--- config.mk ---
export PLATFORM = sky130hd
export DESIGN_NAME = instruction_cache
export DESIGN_NICKNAME = d
export VERILOG_FILES = /design/src/rtl/instruction_cache.sv
export SDC_FILE = /design/constraint.sdc
export NUM_CORES = 1
export LEC_CHECK = 0
export CAP_MARGIN = 20
export CELL_PAD_IN_SITES_DETAIL_PLACEMENT = 1
export CELL_PAD_IN_SITES_GLOBAL_PLACEMENT = 2
export CORE_MARGIN = 3
export CORE_UTILIZATION = 47
export CTS_CLUSTER_DIAMETER = 120
export DETAILED_ROUTE_END_ITERATION = 10
export PLACE_DENSITY = 0.86
export SETUP_SLACK_MARGIN = 0.4
export SLEW_MARGIN = 20
export SYNTH_ARGS = -nofsm -noshare
export SYNTH_HDL_FRONTEND = slang
export SYNTH_SLANG_ARGS = --single-unit
--- constraint.sdc ---
create_clock -name clk -period 8.7 [get_ports clk]
set_input_delay 1.74 -clock clk [delete_from_list [all_inputs] [get_ports clk]]
set_output_delay 1.74 -clock clk [all_outputs]
set_load 0.005 [all_outputs]
--- src/rtl/instruction_cache.sv ---
// Direct-mapped read-only instruction cache with single-line fill
// and saturating hit/miss counters.
module instruction_cache #(
   parameter int WORD_SIZE  = 16,
   parameter int LINE_WORDS = 4,
   parameter int NUM_LINES  = 8
) (
   input  logic                            clk,
   input  logic                            reset_n,
   input  logic                            invalidate,
   input  logic                            cpu_read,
   input  logic [WORD_SIZE-1:0]            cpu_address,
   output logic [WORD_SIZE-1:0]            cpu_data,
   output logic                            cpu_ready,
   output logic                            mem_read,
   output logic [WORD_SIZE-1:0]            mem_address,
   input  logic [LINE_WORDS*WORD_SIZE-1:0] mem_data,
   input  logic                            mem_ready,
   output logic [WORD_SIZE-1:0]            hit_count,
   output logic [WORD_SIZE-1:0]            miss_count
);

   localparam int OFF_BITS = $clog2(LINE_WORDS);
   localparam int IDX_BITS = $clog2(NUM_LINES);
   localparam int TAG_BITS = WORD_SIZE - OFF_BITS - IDX_BITS;

   typedef enum logic {IDLE, FILL} state_t;

   state_t state_q, state_d;

   logic [NUM_LINES-1:0]            valid_q, valid_d;
   logic [TAG_BITS-1:0]             tag_q  [NUM_LINES];
   logic [LINE_WORDS*WORD_SIZE-1:0] line_q [NUM_LINES];

   logic [IDX_BITS-1:0] fill_idx_q;
   logic [TAG_BITS-1:0] fill_tag_q;

   logic [OFF_BITS-1:0] off;
   logic [IDX_BITS-1:0] idx;
   logic [TAG_BITS-1:0] tag;
   logic                hit;
   logic                miss_go;
   logic                fill_done;

   assign off = cpu_address[OFF_BITS-1:0];
   assign idx = cpu_address[OFF_BITS +: IDX_BITS];
   assign tag = cpu_address[WORD_SIZE-1 -: TAG_BITS];

   assign hit = cpu_read && valid_q[idx] && (tag_q[idx] == tag);

   assign mem_address = {fill_tag_q, fill_idx_q, {OFF_BITS{1'b0}}};

   always_comb begin
      state_d   = state_q;
      cpu_ready = 1'b0;
      cpu_data  = '0;
      mem_read  = 1'b0;
      miss_go   = 1'b0;
      fill_done = 1'b0;
      unique case (state_q)
         IDLE: begin
            if (hit) begin
               cpu_ready = 1'b1;
               cpu_data  = line_q[idx][int'(off)*WORD_SIZE +: WORD_SIZE];
            end else if (cpu_read) begin
               miss_go = 1'b1;
               state_d = FILL;
            end
         end
         FILL: begin
            mem_read = 1'b1;
            if (mem_ready) begin
               fill_done = 1'b1;
               state_d   = IDLE;
            end
         end
         default: state_d = IDLE;
      endcase
   end

   // A fill landing on an invalidate edge still leaves its own line valid.
   always_comb begin
      valid_d = valid_q;
      if (invalidate)
         valid_d = '0;
      if (fill_done)
         valid_d[fill_idx_q] = 1'b1;
   end

   always_ff @(posedge clk or negedge reset_n) begin
      if (!reset_n) begin
         state_q    <= IDLE;
         valid_q    <= '0;
         fill_idx_q <= '0;
         fill_tag_q <= '0;
         hit_count  <= '0;
         miss_count <= '0;
      end else begin
         state_q <= state_d;
         valid_q <= valid_d;
         if (miss_go) begin
            fill_idx_q <= idx;
            fill_tag_q <= tag;
         end
         if (cpu_ready && !(&hit_count))
            hit_count <= hit_count + WORD_SIZE'(1);
         if (miss_go && !(&miss_count))
            miss_count <= miss_count + WORD_SIZE'(1);
      end
   end

   always_ff @(posedge clk) begin
      if (fill_done) begin
         line_q[fill_idx_q] <= mem_data;
         tag_q[fill_idx_q]  <= fill_tag_q;
      end
   end

endmodule
==> results.sh, run 1 <==
export IMPL_drv_slew=0
export IMPL_numClockSinks=655
export IMPL_outcome="finished clean"
export IMPL_rrSetupSlack_ns=5.05
export IMPL_worst_ep_arrival_time_ns=5.71
export IMPL_grt_max_degree=68
export IMPL_drtAntennaViolNets=0
export IMPL_grt_pass1_vias=13300
export IMPL_yosysSeqAreaShare=0.764
export IMPL_power_frac_seq=0.515
export IMPL_async_reset_ff_frac=0.0840
export IMPL_cts_resized_gates=0
export IMPL_layout_drive_gt1_share=0.233
export IMPL_finalSetupViolations=0
export IMPL_synthToLayoutAreaGrowth_pct=18.1
export IMPL_worst_hold_slack_ns=0.483
export IMPL_drc=0
export IMPL_timing_rr_start="tag_q[1][8]"
export IMPL_post_route_min_period_ns=7.45
export IMPL_cts_buffers=69
export IMPL_vias_per_cell=5.82
export IMPL_hold_viol=0
export IMPL_reg2reg_depth=10
export IMPL_switching_share=0.217
export IMPL_final_common_cell="edfxtp_1"
export IMPL_h_tree_depth=3
export IMPL_setup_worst_path_end="cpu_data[1]"
export IMPL_yosysWarnings=0
export IMPL_root_buffer="clkbuf_16"
export IMPL_io_pins=151
export IMPL_clk_pin_slew_ns=0.06
export IMPL_cts_tree="yes"
export IMPL_avgSynthCellArea_um2=21.9
export IMPL_power_internal_mw=5.60
export IMPL_worst_path_max_fanout=67
export IMPL_synthCells=1159
export IMPL_worst_slew_pin_slew_ns=1.12
export IMPL_crit_required_ns=6.96
export IMPL_endpoint_kind="output pin"
export IMPL_post_drt_wl_per_cell_um=27.7
export IMPL_power_switching_mw=1.55
export IMPL_die_w_um=238
export IMPL_post_route_period_util=0.856
export IMPL_final_cell_mix="edfxtp_1 (600), mux4_2 (173), clkdlybuf4s50_1 (143)"
export IMPL_hp_class="register to register"
export IMPL_row_count=84
export IMPL_fin_worst_skew_ns=0.0280
export IMPL_hpwl_um=33800
export IMPL_final_setup_tns_ns=0
export IMPL_power_density_mw_per_mm2=238
export IMPL_maxSlewHeadroom=0.255
export IMPL_postRouteWirelength_um=58100
export IMPL_firstDrtPassIters=5
export IMPL_die_area_mm2=0.0568
export IMPL_num_nets_final=1435
export IMPL_drt_iter0_drc=1164
export IMPL_start_util=0.479
export IMPL_pwr_share_comb=0.073
export IMPL_track_usage=0.211
export IMPL_criticalPathCategory="primary input to output pin"
export IMPL_synth_seq_cells=655
export IMPL_p_clk_frac=0.413
export IMPL_peakVddDrop_uv=174
export IMPL_rr_endpoint="hit_count[15]"
export IMPL_cts_hold_fix_buffers=0
export IMPL_post_route_util=0.566
export IMPL_die_y_um=238
export IMPL_startpoint_type="primary input"
export IMPL_antenna_found_initial=3
export IMPL_grt_overflow=0
export IMPL_crit_start="cpu_address[2]"
export IMPL_power_leakage_nw=9.94
export IMPL_core_mm2=0.0530
export IMPL_cts_setup_buffers=0
export IMPL_synth_edff_count=600
export IMPL_port_buffers=148
export IMPL_grt_first_pass_wirelength_um=87800
export IMPL_clock_path_buffers=3
export IMPL_place_gp_congestion=0.744
export IMPL_ys_types=48
export IMPL_worstSkewPairLatency_ns=0.61
export IMPL_synth_area_mm2=0.0254
export IMPL_vias=12200
export IMPL_synth_ff_type="edfxtp_1"
export IMPL_fmax_mhz=134
export IMPL_maxCapViolCount=0
export IMPL_rsz0062_at_grt="false"
-- final cells by class --
cell class              count  area [um2]
flip-flops and latches    655       19400
clock buffers              86        1850
repair buffers            171        1650
diodes                      2        5.00
clock inverters            42         422
fillers                  4544       23000
inverters                   4        17.5
multi-input cells         447        5780
well taps                 688         861
-- synth_stat cells, types with 3 or more instances --
cell	n	share of area
nand3b_1	3	0.00089
nand4_1	7	0.0017
and4_1	3	0.0010
mux2i_1	39	0.015
mux4_2	173	0.15
inv_1	3	0.00044
buf_6	4	0.0018
xor2_1	22	0.0076
buf_4	4	0.0012
xnor2_1	13	0.0045
a21o_1	8	0.0024
nor3_1	10	0.0020
buf_2	9	0.0018
o22ai_1	3	0.00074
dfrtp_1	55	0.054
clkbuf_1	15	0.0022
nor2_1	35	0.0052
nand2b_1	4	0.00099
buf_1	22	0.0033
and3_1	6	0.0015
nand3_1	18	0.0035
mux2_2	11	0.0049
nor2b_1	3	0.00074
nand2_1	59	0.0087
edfxtp_1	600	0.71
-- per-stage QoR --
step	instance area, um2	setup slack, ns	total power [mW]	instances
after CTS	30000	1.09	7.23	2093
final	30000	1.25	7.15	2095
after global routing	30000	0.924	7.41	2093
after global placement	27700	1.14	4.24	1965
after detailed placement	27700	1.11	4.28	1965
after floorplan	25400	1.08	4.00	1160
-- metal layers --
layer  vias up  track usage  routed length, um
li1       5183            -                  -
met1      6498        0.284              23400
met2       443        0.358              29700
met3        77       0.0355               3770
met4         2       0.0651               1260
met5         -            0                 13
-- worst max-delay path, cell delays in order --
cell and delay, ns:
buf_8 0.49, buf_4 0.74, buf_4 0.63, mux4_2 0.57
mux4_2 0.50, mux2i_1 0.31, nor2_1 0.10, clkdlybuf4s50_1 0.51
-- how the worst min path moves through the flow --
| stage | start | end | slack (ns) | cells after the start |
|---|---|---|---|---|
| 2_1_floorplan | valid_q[6] | valid_q[6] | 0.44 | 1 |
| 6_report | valid_q[4] | valid_q[4] | 0.48 | 1 |
| 5_1_grt | valid_q[4] | valid_q[4] | 0.51 | 1 |
| 4_1_cts | valid_q[4] | valid_q[4] | 0.48 | 1 |
| 3_5_place_dp | valid_q[4] | valid_q[4] | 0.47 | 1 |
| 3_3_place_gp | valid_q[6] | valid_q[6] | 0.45 | 1 |
-- logic make-up after synthesis --
kind of cell / Yosys count / synth area share
adder cells (fa/ha/maj): 2 / 0.000986
flip-flops: 655 / 0.764
AND/OR/NAND/NOR: 161 / 0.0302
buffers and inverters: 58 / 0.0109
other: 1 / 0.000148
AO/OA/AOI/OAI: 21 / 0.00601
XOR/XNOR: 35 / 0.0121
multiplexers: 226 / 0.176
-- registers in the layout, indices dropped and copies added, names as in the netlist --
register / flops
hit_count: 16
fill_tag_q: 11
state_q: 1
valid_q: 8
miss_count: 16
tag_q: 88
line_q: 512
fill_idx_q: 3
-- power groups by stage --
stage | clock network (mW) | registers [mW] | logic (mW)
global route | 3.15 | 3.70 | 0.561
floorplan | 0 | 3.73 | 0.269
detailed placement | 0 | 3.75 | 0.528
global placement | 0 | 3.73 | 0.513
finish | 2.95 | 3.68 | 0.519
CTS | 3.01 | 3.68 | 0.532
Note: power is estimated with default switching activity, not from simulation.
==> inputs of run 2 (changes only) <==
- CTS_CLUSTER_SIZE: not set -> 28
- MAX_ROUTING_LAYER: not set -> met4
- SLEW_MARGIN: 20 -> 25
==> results.sh, run 2 (synthesis gave the netlist of run 1 again) <==
export IMPL_worst_ep_arrival_time_ns=5.68
export IMPL_grt_util_met1=0.275
export IMPL_port_buffers=148
export IMPL_largest_reg_flops=512
export IMPL_seqCellArea_mm2=0.0194
export IMPL_core_mm2=0.0530
export IMPL_top_regs="line_q: 512 flops, tag_q: 88 flops"
export IMPL_grt_pass1_vias=12800
export IMPL_h_tree_depth=1
export IMPL_fmax_mhz=135
export IMPL_post_route_period_util=0.853
export IMPL_hold_viol=0
export IMPL_worst_path_max_fanout=67
export IMPL_grtUsageMet2=0.355
export IMPL_root_buffer="clkbuf_16"
export IMPL_synthToLayoutAreaGrowth_pct=12.1
export IMPL_rsz0062_at_grt="false"
export IMPL_endpoint_kind="output pin"
export IMPL_critPathBufInv=4
export IMPL_die_area_mm2=0.0568
export IMPL_crit_required_ns=6.96
export IMPL_post_drt_wl_per_cell_um=27.9
export IMPL_postRouteWirelength_um=56100
export IMPL_fillers=4617
export IMPL_start_util=0.479
export IMPL_row_count=84
export IMPL_cts_tree="yes"
export IMPL_cts_hold_fix_buffers=0
export IMPL_drt_iter0_drc=1255
export IMPL_num_nets_final=1393
export IMPL_place_inst=1965
export IMPL_worstSkewPairLatency_ns=0.60
export IMPL_drv_slew=0
export IMPL_rrSetupSlack_ns=4.96
export IMPL_final_cell_mix="edfxtp_1 (600), mux4_2 (173), clkdlybuf4s50_1 (143)"
export IMPL_final_common_cell="edfxtp_1"
export IMPL_numClockSinks=655
export IMPL_grt_use_met3=0.0257
export IMPL_die_w_um=238
export IMPL_fin_cells=2008
export IMPL_layout_drive_gt1_share=0.195
export IMPL_maxSlewHeadroom=0.335
export IMPL_hp_class="register to register"
export IMPL_cts_setup_buffers=0
export IMPL_final_setup_tns_ns=0
export IMPL_fin_worst_skew_ns=0.0219
export IMPL_io_pins=151
export IMPL_die_y_um=238
export IMPL_startpoint_type="primary input"
export IMPL_clock_path_buffers=3
export IMPL_clk_pin_slew_ns=0.11
export IMPL_vias=11800
export IMPL_max_stage_delay_ns=0.73
export IMPL_drtAntennaViolNets=0
export IMPL_grt_first_pass_wirelength_um=84500
export IMPL_cts_resized_gates=0
export IMPL_post_route_min_period_ns=7.42
export IMPL_antenna_found_initial=4
export IMPL_slowest_stage="buf_4"
export IMPL_drc=0
export IMPL_busiest_layer="met2"
export IMPL_firstDrtPassIters=5
export IMPL_grt_max_degree=68
export IMPL_criticalPathCategory="primary input to output pin"
export IMPL_peakVddDrop_uv=222
export IMPL_finalSetupViolations=0
export IMPL_grt_overflow=0
export IMPL_critical_path_cell_chain="buf_8 > buf_4 > buf_4 > mux4_2 > mux4_2 > mux2i_1 > nor2_1 > clkdlybuf4s50_1"
export IMPL_critical_path_top_delay_family="buffers and inverters"
export IMPL_track_usage=0.206
export IMPL_worst_slew_pin_slew_ns=0.990
export IMPL_cts_buffers=27
export IMPL_power_density_mw_per_mm2=199
export IMPL_power_leakage_nw=9.19
export IMPL_hpwl_um=33800
export IMPL_regMostFlops="line_q"
export IMPL_maxCapViolCount=0
export IMPL_multi_input_area_mm2=0.00578
export IMPL_vias_per_cell=5.89
export IMPL_outcome="finished clean"
export IMPL_place_gp_congestion=0.753
## run 2: cell count changes in the layout (fill, tap and decap cells not counted), moves of 2 or more
cell and delta:
clkinv_2 -11, clkinvlp_4 -2, diode_2 +2, inv_6 -4
clkbuf_1 -3, clkbuf_16 -45, clkinv_1 -16, bufinv_16 -8
## run 2: routing by layer
metal,routed length [um],vias to the layer above
met5,0,-
met4,754,0
met3,2970,44
met2,29200,372
met1,23100,6375
li1,-,5034
## run 2: stage by stage
step	area [um2]	power, mW	utilization	hold WS [ns]	worst slack [ns]
after floorplan	25400	4.00	-	0.444	1.08
after global placement	27700	4.24	0.523	0.453	1.14
after detailed placement	27700	4.28	0.523	0.471	1.11
after CTS	28400	5.73	0.537	0.496	1.10
after global routing	28500	5.89	0.537	0.523	0.946
final	28500	5.67	0.537	0.495	1.28
## run 2: area by class of cell
| class | instances | area share |
|---|---|---|
| clock buffer | 38 | 0.0252 |
| antenna | 4 | 0.000352 |
| sequential | 655 | 0.682 |
| clock inverter | 1 | 0.000704 |
| timing repair buffer | 171 | 0.0581 |
| tap | 688 | 0.0303 |
| inverter | 4 | 0.000616 |
| multi-input combinational | 447 | 0.203 |
## run 2: worst register-to-register path: cells and delay by family (launching register included)
family / cells / cell delay, ns
mux: 3 / 1.02
xor+xnor: 1 / 0.12
buf+inv: 2 / 0.48
flops: 1 / 0.41
simple gates: 4 / 1.60
## run 2: final timing paths
| check | depth (start not counted) | start | endpoint |
|---|---|---|---|
| setup / recovery | 8 | cpu_address[2] | cpu_data[1] |
| setup reg to reg | 10 | tag_q[1][8] | hit_count[15] |
| hold reg to reg | 1 | valid_q[4] | valid_q[4] |
| min in group asynchronous | 2 | reset_n | hit_count[4] |
| hold / removal | 1 | valid_q[4] | valid_q[4] |
| max in group asynchronous | 2 | reset_n | fill_tag_q[8] |
## run 2: power breakdown
group | leakage, nW | internal, mW | switching (mW)
Clock | 0.356 | 0.584 | 0.899
Sequential | 6.14 | 3.59 | 0.0827
Combinational | 2.69 | 0.246 | 0.272
Total | 9.19 | 4.42 | 1.25
==> inputs of run 3 (changes only) <==
- CTS_CLUSTER_SIZE: 28 -> 14
==> results.sh, run 3 (synthesis gave the netlist of run 1 again) <==
export IMPL_firstDrtPassIters=7
export IMPL_criticalPathCategory="primary input to output pin"
export IMPL_regMostFlops="line_q"
export IMPL_cts_buffers=52
export IMPL_post_route_min_period_ns=7.45
export IMPL_layout_drive_gt1_share=0.210
export IMPL_die_w_um=238
export IMPL_drc=0
export IMPL_maxSlewHeadroom=0.337
export IMPL_largest_reg_flops=512
export IMPL_fmax_mhz=134
export IMPL_fillers=4588
export IMPL_startpoint_type="primary input"
export IMPL_multi_input_area_mm2=0.00578
export IMPL_clk_pin_slew_ns=0.07
export IMPL_port_buffers=148
export IMPL_final_common_cell="edfxtp_1"
export IMPL_worstSkewPairLatency_ns=0.61
export IMPL_top_regs="line_q: 512 flops, tag_q: 88 flops"
export IMPL_crit_required_ns=6.96
export IMPL_clock_path_buffers=3
export IMPL_cts_setup_buffers=0
export IMPL_grt_pass1_vias=13200
export IMPL_post_drt_wl_per_cell_um=28.3
export IMPL_start_util=0.479
export IMPL_rrSetupSlack_ns=4.98
export IMPL_row_count=84
export IMPL_numClockSinks=655
export IMPL_drv_slew=0
export IMPL_setup_ws_ns=1.25
export IMPL_io_pins=151
export IMPL_core_mm2=0.0530
export IMPL_synthToLayoutAreaGrowth_pct=14.8
export IMPL_drtAntennaViolNets=0
export IMPL_hpwl_um=33800
export IMPL_postRouteWirelength_um=57900
export IMPL_peakVddDrop_uv=163
export IMPL_rsz0062_at_grt="false"
export IMPL_power_density_mw_per_mm2=218
export IMPL_seqCellArea_mm2=0.0194
export IMPL_worst_slew_pin_slew_ns=0.987
export IMPL_cts_hold_fix_buffers=0
export IMPL_power_leakage_nw=9.53
export IMPL_outcome="finished clean"
export IMPL_worst_ep_arrival_time_ns=5.71
export IMPL_fin_cells=2047
export IMPL_post_route_period_util=0.857
export IMPL_worst_path_max_fanout=67
export IMPL_grt_first_pass_wirelength_um=86900
export IMPL_post_route_util=0.550
export IMPL_endpoint_kind="output pin"
export IMPL_hp_class="register to register"
export IMPL_die_y_um=238
export IMPL_finalSetupViolations=0
export IMPL_h_tree_depth=2
export IMPL_antenna_found_initial=5
export IMPL_final_setup_tns_ns=0
export IMPL_pre_cts_ws_ns=1.11
export IMPL_place_inst=1965
export IMPL_cts_tree="yes"
export IMPL_final_cell_mix="edfxtp_1 (600), mux4_2 (173), clkdlybuf4s50_1 (143)"
export IMPL_maxCapViolCount=0
export IMPL_finalPower_mw=6.35
export IMPL_vias_per_cell=5.90
export IMPL_drt_iter0_drc=1102
export IMPL_num_nets_final=1418
export IMPL_die_area_mm2=0.0568
export IMPL_hold_viol=0
export IMPL_cts_resized_gates=0
export IMPL_grt_max_degree=68
export IMPL_vias=12100
export IMPL_place_gp_congestion=0.753
export IMPL_fin_worst_skew_ns=0.0189
export IMPL_grt_overflow=0
export IMPL_track_usage=0.214
export IMPL_root_buffer="clkbuf_16"
-- run 3: stage by stage --
step           instance area (um2)  hold WS [ns]
4_1_cts                      29100         0.486
3_5_place_dp                 27700         0.471
2_1_floorplan                25400         0.444
6_report                     29100         0.486
3_3_place_gp                 27700         0.453
5_1_grt                      29100         0.513
-- run 3: area by class of cell --
cell class / count / area share
Clock buffer: 74 / 0.0482
Tap cell: 688 / 0.0295
Sequential cell: 655 / 0.665
Inverter: 4 / 0.000601
Antenna cell: 5 / 0.000429
Timing Repair Buffer: 171 / 0.0568
Multi-Input combinational cell: 447 / 0.198
Clock inverter: 3 / 0.000773
-- run 3: critical path, cell delays in order --
cell and delay, ns:
buf_8 0.48, buf_4 0.74, buf_4 0.64, mux4_2 0.57, mux4_2 0.50, mux2i_1 0.30, nor2_1 0.10, clkdlybuf4s50_1 0.51
-- run 3: power breakdown --
group          internal [mW]  switching, mW
sequential              3.59         0.0837
clock                   1.11           1.04
combinational          0.246          0.274
total                   4.95           1.40
-- run 3: worst paths after layout --
check                               start            end  cells past startpoint
hold / removal                 valid_q[4]     valid_q[4]                      1
min in group asynchronous         reset_n   hit_count[4]                      2
setup reg to reg              tag_q[1][8]  hit_count[15]                     10
max in group asynchronous         reset_n  fill_tag_q[9]                      2
setup / recovery           cpu_address[2]    cpu_data[1]                      8
hold reg to reg                valid_q[4]     valid_q[4]                      1
-- run 3: metal layers --
layer / vias to the layer above / GRT usage / wire, um
met5: - / - / 0
met4: 0 / 0.0583 / 1170
met2: 403 / 0.361 / 30000
met1: 6484 / 0.279 / 23400
met3: 76 / 0.0294 / 3270
li1: 5114 / - / -
